**src/rtl/pe_mac_drain.sv**
```systemverilog
// Systolic-array processing element: forwards activations/weights, accumulates
// act*w over a programmed number of steps, then places the result on a drain chain.
module pe_mac_drain #(
    parameter int DATA_W = 16,
    parameter int ACC_W  = 36,
    parameter int CNT_W  = 8,
    parameter int SAT    = 0
) (
    input  logic              clk,
    input  logic              rst_n,
    input  logic              en,
    input  logic              start,
    input  logic [CNT_W-1:0]  len,
    input  logic              signed_mode,
    input  logic [DATA_W-1:0] act_left,
    input  logic              act_valid_in,
    input  logic [DATA_W-1:0] w_top,
    input  logic              w_valid_in,
    output logic [DATA_W-1:0] act_right,
    output logic              act_valid_out,
    output logic [DATA_W-1:0] w_bottom,
    output logic              w_valid_out,
    input  logic              drain,
    input  logic [ACC_W-1:0]  psum_in,
    input  logic              psum_in_valid,
    output logic [ACC_W-1:0]  psum_out,
    output logic              psum_out_valid,
    output logic              busy,
    output logic              done,
    output logic              ovf
);
    localparam int PW = 2 * DATA_W;

    typedef enum logic [1:0] {S_IDLE, S_ACC, S_DONE} state_t;

    state_t             state_q, state_d;
    logic [ACC_W-1:0]   acc_q, acc_d;
    logic [CNT_W-1:0]   cnt_q, cnt_d;
    logic [CNT_W-1:0]   len_q, len_d;
    logic               sm_q, sm_d;
    logic               ovf_q, ovf_d;
    logic [ACC_W-1:0]   psum_q, psum_d;
    logic               psumv_q, psumv_d;
    logic [DATA_W-1:0]  act_q, w_q;
    logic               actv_q, wv_q;
    logic               busy_q, done_q;
    logic               step, last, take_start;
    logic [ACC_W:0]     sum_r;

    // Full-width product, sign- or zero-extended to the accumulator width.
    function automatic logic signed [ACC_W-1:0] mul_ext(input logic [DATA_W-1:0] a,
                                                        input logic [DATA_W-1:0] b,
                                                        input logic sm);
        logic signed [PW-1:0] sp;
        logic [PW-1:0]        up;
        sp = PW'($signed(a)) * PW'($signed(b));
        up = PW'(a) * PW'(b);
        if (sm)
            return ACC_W'(sp);
        return $signed(ACC_W'(up));
    endfunction

    function automatic logic [ACC_W-1:0] saturate(input logic [ACC_W-1:0] r, input logic o,
                                                  input logic neg, input logic sm);
        if (SAT == 0 || !o)
            return r;
        if (!sm)
            return '1;
        return neg ? {1'b1, {(ACC_W-1){1'b0}}} : {1'b0, {(ACC_W-1){1'b1}}};
    endfunction

    // Returns {overflow, next accumulator}; overflow is carry-out (unsigned) or signed overflow.
    function automatic logic [ACC_W:0] acc_add(input logic [ACC_W-1:0] acc,
                                               input logic signed [ACC_W-1:0] p,
                                               input logic sm);
        logic [ACC_W:0] sum;
        logic           o;
        sum = {1'b0, acc} + {1'b0, p};
        if (sm)
            o = (acc[ACC_W-1] == p[ACC_W-1]) && (sum[ACC_W-1] != acc[ACC_W-1]);
        else
            o = sum[ACC_W];
        return {o, saturate(sum[ACC_W-1:0], o, acc[ACC_W-1], sm)};
    endfunction

    assign step       = (state_q == S_ACC) && act_valid_in && w_valid_in;
    assign last       = (cnt_q == len_q - CNT_W'(1));
    assign take_start = start && ((state_q == S_IDLE) || ((state_q == S_DONE) && drain));

    always_ff @(posedge clk or negedge rst_n) begin
        if (!rst_n)
            state_q <= S_IDLE;
        else if (en)
            state_q <= state_d;
    end

    always_comb begin
        state_d = state_q;
        case (state_q)
            S_IDLE: if (start) state_d = (len == '0) ? S_DONE : S_ACC;
            S_ACC:  if (step && last) state_d = S_DONE;
            S_DONE: if (drain) state_d = !start ? S_IDLE : ((len == '0) ? S_DONE : S_ACC);
            default: state_d = S_IDLE;
        endcase
    end

    // Draining in DONE and restarting in the same cycle both use the old accumulator.
    always_comb begin
        acc_d   = acc_q;
        cnt_d   = cnt_q;
        len_d   = len_q;
        sm_d    = sm_q;
        ovf_d   = ovf_q;
        psum_d  = psum_in;
        psumv_d = psum_in_valid;
        sum_r   = acc_add(acc_q, mul_ext(act_left, w_top, sm_q), sm_q);
        if (state_q == S_DONE) begin
            psum_d  = drain ? acc_q : psum_q;
            psumv_d = drain;
        end
        if (take_start) begin
            acc_d = '0;
            cnt_d = '0;
            ovf_d = 1'b0;
            len_d = len;
            sm_d  = signed_mode;
        end else if (step) begin
            acc_d = sum_r[ACC_W-1:0];
            cnt_d = cnt_q + CNT_W'(1);
            ovf_d = ovf_q | sum_r[ACC_W];
        end
    end

    always_ff @(posedge clk or negedge rst_n) begin
        if (!rst_n) begin
            acc_q   <= '0;
            cnt_q   <= '0;
            len_q   <= '0;
            sm_q    <= 1'b0;
            ovf_q   <= 1'b0;
            psum_q  <= '0;
            psumv_q <= 1'b0;
            act_q   <= '0;
            actv_q  <= 1'b0;
            w_q     <= '0;
            wv_q    <= 1'b0;
            busy_q  <= 1'b0;
            done_q  <= 1'b0;
        end else if (en) begin
            acc_q   <= acc_d;
            cnt_q   <= cnt_d;
            len_q   <= len_d;
            sm_q    <= sm_d;
            ovf_q   <= ovf_d;
            psum_q  <= psum_d;
            psumv_q <= psumv_d;
            act_q   <= act_left;
            actv_q  <= act_valid_in;
            w_q     <= w_top;
            wv_q    <= w_valid_in;
            busy_q  <= (state_d == S_ACC);
            done_q  <= (state_d == S_DONE);
        end
    end

    assign act_right      = act_q;
    assign act_valid_out  = actv_q;
    assign w_bottom       = w_q;
    assign w_valid_out    = wv_q;
    assign psum_out       = psum_q;
    assign psum_out_valid = psumv_q;
    assign busy           = busy_q;
    assign done           = done_q;
    assign ovf            = ovf_q;
endmodule

```
**config.mk**
```make
export PLATFORM = sky130hd
export DESIGN_NAME = pe_mac_drain
export DESIGN_NICKNAME = d
export VERILOG_FILES = /design/src/rtl/pe_mac_drain.sv
export SDC_FILE = /design/constraint.sdc
export NUM_CORES = 1
export LEC_CHECK = 0
export CORE_AREA = 2 2 194 196
export DETAILED_ROUTE_END_ITERATION = 10
export DIE_AREA = 0 0 196 198
export GPL_TIMING_DRIVEN = 0
export PLACE_DENSITY = 0.93
export SETUP_SLACK_MARGIN = 0.2
export SLEW_MARGIN = 20
export SYNTH_ARGS = -nofsm -noshare
export SYNTH_HDL_FRONTEND = slang
export SYNTH_SLANG_ARGS = --single-unit
```
**constraint.sdc**
```tcl
create_clock -name clk -period 10.9 [get_ports clk]
set_input_delay 3.27 -clock clk [delete_from_list [all_inputs] [get_ports clk]]
set_output_delay 3.27 -clock clk [all_outputs]
set_load 0.03 [all_outputs]
```
==> results.sh, run 1 <==
export IMPL_hp_class="reg -> reg"
export IMPL_cp_required_ns=11.25
export IMPL_rsz0062_at_grt="true"
export IMPL_initialDrtViolationCount=1665
export IMPL_seq_area_um2=3228
export IMPL_num_vias=18830
export IMPL_dr_pass1_iters=6
export IMPL_timing_rr_end="acc_q[34]"
export IMPL_io_pins=159
export IMPL_drcViolationCount=0
export IMPL_numCtsBuffers=17
export IMPL_endpoint_kind="register"
export IMPL_ys_seq_elements=129
export IMPL_dieArea_um2=38810
export IMPL_holdPathEnd="psum_out[13]"
export IMPL_ys_seq_area_frac=0.1479
export IMPL_syn_cell_area_um2=21820
export IMPL_cts_root_buf="clkbuf_16"
export IMPL_route_met3_wl_um=5953
export IMPL_worst_pin_slew_ns=0.9826
export IMPL_drt_met1_wl_um=22620
export IMPL_slowest_delay_ns=0.60
export IMPL_reg2reg_depth=15
export IMPL_finalNetCount=3245
export IMPL_fin_cells=3091
export IMPL_grt_use_total=0.3419
export IMPL_io_buffer_count=148
export IMPL_grt_overflow=0
export IMPL_dpl_cell_area_um2=23980
export IMPL_hold_slack_ns=0.4768
export IMPL_layout_drive_gt1_share=0.1124
export IMPL_dp_cells=3004
export IMPL_place_congestion=0.9530
export IMPL_fillerInstances=2421
export IMPL_cpMaxStageDelayCell="fa_2"
export IMPL_cp_arrival_ns=11.18
export IMPL_cp_max_fo=10
export IMPL_setup_viol=0
export IMPL_skew_ns=0.02988
export IMPL_finalWirelength_um=67130
export IMPL_async_flop_share=1.000
export IMPL_grt_pass1_vias=19880
export IMPL_die_y_um=198
export IMPL_post_route_period_util=0.9939
export IMPL_antenna_found_initial=1
export IMPL_grt_max_degree=98
export IMPL_rows=71
export IMPL_relSlewSlack=0.3449
export IMPL_fp_coreArea_um2=36960
export IMPL_grt_pass1_wl_um=101500
export IMPL_cts_tree="built"
export IMPL_dp_hpwl_um=50290
export IMPL_final_hold_viol_count=0
export IMPL_worstSetupPathType="in -> reg"
export IMPL_max_freq_ghz=0.09230
export IMPL_setup_tns_ns=0
export IMPL_clkLatencyLatePin_ns=0.48
export IMPL_avgRoutedWirePerCell_um=21.72
export IMPL_syn_nets=3023
export IMPL_cp_startpoint="w_top[2]"
export IMPL_cts_sinks=129
export IMPL_hold_path_depth=2
export IMPL_syn_area_per_cell_um2=9.164
export IMPL_avgViaCountPerCell=6.092
export IMPL_synth_edf_count=0
export IMPL_path_clk_slew_ns=0.06
export IMPL_multiInputGateArea_um2=16940
export IMPL_r2r_start="sm_q"
export IMPL_antenna_left=0
export IMPL_hp_start="psum_out[13]"
export IMPL_wl_met2_um=33160
export IMPL_die_x_um=196
export IMPL_cp_start_kind="primary input"
export IMPL_fin_area_um2=26000
export IMPL_ys_flop_type="dfrtp_1"
export IMPL_htreeDepth=4
export IMPL_syn2layout_area_growth_pct=19.18
export IMPL_clockBufferDepth=2
export IMPL_synth_cell_types=67
export IMPL_yosysWarnings=0
export IMPL_syn_inst=2381
export IMPL_fin_crit_ns=10.83
export IMPL_start_util=0.5904
export IMPL_outcome="completed"
export IMPL_maxUsedRoutingLayer="met4"
export IMPL_maxCapViolCount=0
export IMPL_drv_slew=0
export IMPL_ff2ff_setup_slack_ns=6.07
==> cells in the final DEF, fill, tap and decap left out, drive strengths merged, types with 5 or more instances in the layout <==
cell type | synthesis | layout
mux2i | 41 | 41
nor4 | 8 | 8
dfrtp | 129 | 129
clkinv | 1 | 5
a211o | 5 | 5
xnor2 | 66 | 66
inv | 493 | 495
o21ai | 126 | 126
a211oi | 11 | 11
ha | 190 | 190
nor2b | 5 | 5
and3 | 9 | 9
bufinv | 0 | 5
a22o | 6 | 6
a21o | 48 | 48
a21oi | 76 | 76
o21a | 9 | 9
nand2b | 25 | 25
nand4 | 14 | 14
fa | 367 | 367
and2 | 114 | 114
nor2 | 53 | 53
nor3 | 16 | 16
nand3 | 23 | 23
o21bai | 15 | 15
xor2 | 40 | 40
o211ai | 9 | 9
a31oi | 10 | 10
mux2 | 35 | 35
o31ai | 7 | 7
buf | 5 | 95
nand2 | 294 | 294
clkdlybuf4s50 | 0 | 124
clkbuf | 82 | 88
==> critical path: cells and delay by family <==
kind / cells / cell delay, ns
adders and majority gates: 8 / 3.80
AOI/OAI and AO/OA: 12 / 2.48
buffers and inverters: 7 / 0.66
and+or+nand+nor: 4 / 0.60
xor gates and xnor gates: 2 / 0.33
==> flip-flops by register name, summed over array words and instances, names as in the netlist <==
register	cells
ovf	1
done	1
len_q	8
w_bottom	16
psum_out	36
cnt_q	8
psum_out_valid	1
act_right	16
acc_q	36
act_valid_out	1
sm_q	1
state_q	2
w_valid_out	1
busy	1
==> layer usage <==
layer	GRT usage	vias to the layer above
li1	-	7922
met1	0.3819	9280
met2	0.5893	1234
met3	0.06762	395
met4	0.2438	0
met5	0	-
==> worst max-delay path by stage <==
stage	to	slack, ns	cells after the start
after global routing	ovf	-0.12	36
after CTS	acc_q[34]	0.14	33
after floorplan	acc_q[34]	0.20	34
after global placement	acc_q[34]	-1.44	35
final	acc_q[30]	0.07	33
after detailed placement	ovf	-1.74	33
==> timing repair <==
| action | in CTS | in global routing |
|---|---|---|
| buffers inserted | 14 | 40 |
| hold buffers | 0 | 0 |
| endpoints found under the setup margin | 20 | 17 |
| resized for setup | 267 | 115 |
| pin swaps | 33 | 69 |
==> through the flow <==
stage / util / setup WS [ns]
2_1_floorplan: - / 0.1950
3_3_place_gp: 0.6481 / -1.440
3_5_place_dp: 0.6490 / -1.741
4_1_cts: 0.6854 / 0.1407
5_1_grt: 0.7036 / -0.1159
6_report: 0.7037 / 0.06632
==> cell usage after synthesis (all sizes together), types with 8 or more instances <==
library cell | count | area share
clkbuf | 82 | 0.014
and3 | 9 | 0.0026
xnor2 | 66 | 0.026
nand2 | 294 | 0.051
and2 | 114 | 0.033
nor3 | 16 | 0.0037
dfrtp | 129 | 0.15
a21o | 48 | 0.017
nor2 | 53 | 0.0091
ha | 190 | 0.11
a21oi | 76 | 0.018
o21bai | 15 | 0.0052
nand4 | 14 | 0.0040
a211oi | 11 | 0.0038
nor4 | 8 | 0.0023
fa | 367 | 0.34
nand2b | 25 | 0.0073
o211ai | 9 | 0.0031
nand3 | 23 | 0.0055
mux2 | 35 | 0.018
mux2i | 41 | 0.019
o21a | 9 | 0.0031
xor2 | 40 | 0.016
inv | 493 | 0.085
a31oi | 10 | 0.0029
o21ai | 126 | 0.029
==> logic make-up (layout without fill, tap and decap cells) <==
| family | count (synthesis) | after routing | share of synthesized area |
|---|---|---|---|
| adder cells (fa/ha/maj) | 557 | 557 | 0.4457 |
| XOR/XNOR | 106 | 106 | 0.04255 |
| buffers and inverters | 581 | 816 | 0.09995 |
| flip-flops | 129 | 129 | 0.1479 |
| other | 0 | 1 | 0 |
| multiplexers | 76 | 76 | 0.03687 |
| AO/OA/AOI/OAI | 356 | 356 | 0.1023 |
| AND/OR/NAND/NOR | 576 | 576 | 0.1247 |
==> area by class of cell <==
cell class              count  area share
well taps                 474     0.02281
plain buffers              87     0.03108
repair buffers            203     0.07318
multi-input cells        1671      0.6515
clock inverters            14    0.008709
diodes                      1  0.00009623
clock buffers              18     0.01689
flip-flops and latches    129      0.1241
inverters                 494     0.07160
Power of run 1 is left out: the tool's default activity adds up to more than one toggle a clock period on the data nets, which glitch-free logic cannot reach.
==> run 2, diff against run 1 <==
Settings changed: SETUP_SLACK_MARGIN 0.2 to not set.
Clock period 10.9 ns to 13.4 ns, I/O delays scaled along.
==> results.sh, run 2 (same netlist as run 1, synthesis figures left out) <==
export IMPL_dr_pass1_iters=8
export IMPL_maxCapViolCount=0
export IMPL_io_pins=159
export IMPL_cts_root_buf="clkbuf_16"
export IMPL_setup_tns_ns=0
export IMPL_cts_sinks=129
export IMPL_final_common_cell="inv_1"
export IMPL_holdPathEnd="psum_out[12]"
export IMPL_cp_required_ns=13.72
export IMPL_hp_class="reg -> reg"
export IMPL_relSlewSlack=0.3687
export IMPL_fin_crit_ns=13.00
export IMPL_ff2ff_setup_slack_ns=8.62
export IMPL_hp_start="psum_out[12]"
export IMPL_rows=71
export IMPL_antenna_found_initial=2
export IMPL_reg2reg_depth=15
export IMPL_post_route_period_util=0.9702
export IMPL_path_clk_slew_ns=0.06
export IMPL_r2r_start="sm_q"
export IMPL_setup_viol=0
export IMPL_worst_pin_slew_ns=0.9469
export IMPL_avgRoutedWirePerCell_um=20.55
export IMPL_layout_drive_gt1_share=0.03162
export IMPL_final_cell_mix="493 x inv_1, 367 x fa_1, 294 x nand2_1, 190 x ha_1, 145 x clkdlybuf4s50_1"
export IMPL_cp_num_buf_inv=8
export IMPL_skew_ns=0.02323
export IMPL_drv_slew=0
export IMPL_dp_hpwl_um=50710
export IMPL_cts_tree="built"
export IMPL_antenna_left=0
export IMPL_grt_overflow=0
export IMPL_endpoint_kind="register"
export IMPL_outcome="completed"
export IMPL_num_vias=18190
export IMPL_slowest_delay_ns=0.93
export IMPL_dieArea_um2=38810
export IMPL_grt_max_degree=75
export IMPL_worstSetupPathType="in -> reg"
export IMPL_grt_pass1_vias=19640
export IMPL_avgViaCountPerCell=5.989
export IMPL_die_y_um=198
export IMPL_die_x_um=196
export IMPL_final_hold_viol_count=0
export IMPL_drcViolationCount=0
export IMPL_max_freq_ghz=0.07692
export IMPL_clkLatencyLatePin_ns=0.48
export IMPL_start_util=0.5904
export IMPL_cpMaxStageDelayCell="clkdlybuf4s50_1"
export IMPL_finalWirelength_um=62410
export IMPL_cp_start_kind="primary input"
export IMPL_grt_use_total=0.3346
export IMPL_rsz0062_at_grt="false"
export IMPL_htreeDepth=4
export IMPL_cp_arrival_ns=13.32
export IMPL_timing_rr_end="ovf"
export IMPL_initialDrtViolationCount=1539
export IMPL_finalNetCount=3191
export IMPL_fp_coreArea_um2=36960
export IMPL_place_congestion=0.9472
export IMPL_hold_path_depth=2
export IMPL_grt_pass1_wl_um=99170
export IMPL_crit_family="adder cells"
export IMPL_post_cts_setup_buffers=0
export IMPL_io_buffer_count=148
export IMPL_syn2layout_area_growth_pct=12.44
export IMPL_cp_max_fo=10
export IMPL_numCtsBuffers=17
export IMPL_clockBufferDepth=2
## run 2: per-layer routing
metal  wire length [µm]  vias to the layer above  global-route usage
met2              30890                      984              0.5739
met1              22000                     9057              0.3821
li1                   -                     7832                   -
met5                 16                        -                   0
met4               4788                        2              0.2284
met3               4716                      313             0.06319
## run 2: how the worst max path moves through the flow
stage           endpoint  cells past startpoint  slack (ns)    startpoint
2_1_floorplan  acc_q[34]                     34        1.64  act_left[11]
3_3_place_gp   acc_q[34]                     34        0.30   act_left[7]
3_5_place_dp         ovf                     33        0.09   act_left[4]
4_1_cts        acc_q[34]                     35        0.54   act_left[4]
5_1_grt        acc_q[34]                     35       0.006  act_left[12]
6_report       acc_q[34]                     35        0.40   act_left[6]
## run 2: worst min-delay path: stages (launching register included)
cell and delay [ns]:
dfrtp_1 0.34, nand2_1 0.04, o21ai_0 0.06
## run 2: cell type report
class                   instances  area, µm²
clock inverters                15      172.7
well taps                     474      593.1
inverters                     494       1854
fillers                      2728      12420
clock buffers                  17      425.4
plain buffers                  87      327.8
repair buffers                149       1519
flip-flops and latches        129       3228
diodes                          1      2.502
multi-input cells            1671      16410
## run 2: stage by stage
| stage | worst slack (ns) | hold slack, ns | instance area (µm²) | util | std cells |
|---|---|---|---|---|---|
| global placement | 0.3034 | 0.4641 | 23890 | 0.6466 | 3003 |
| CTS | 0.5438 | 0.4839 | 24520 | 0.6636 | 3036 |
| finish | 0.3992 | 0.4797 | 24530 | 0.6639 | 3037 |
| detailed placement | 0.08553 | 0.4696 | 23930 | 0.6474 | 3004 |
| floorplan | 1.636 | 0.4665 | 21820 | - | 2381 |
| global route | 0.006202 | 0.5145 | 24530 | 0.6638 | 3036 |
## run 2: timing repair
action / 4_1_cts / 5_1_grt
hold buffers: 0 / 0
endpoints found under the setup margin: 0 / 2
resized for setup: 0 / 4
Power of run 2 is left out for the same reason.
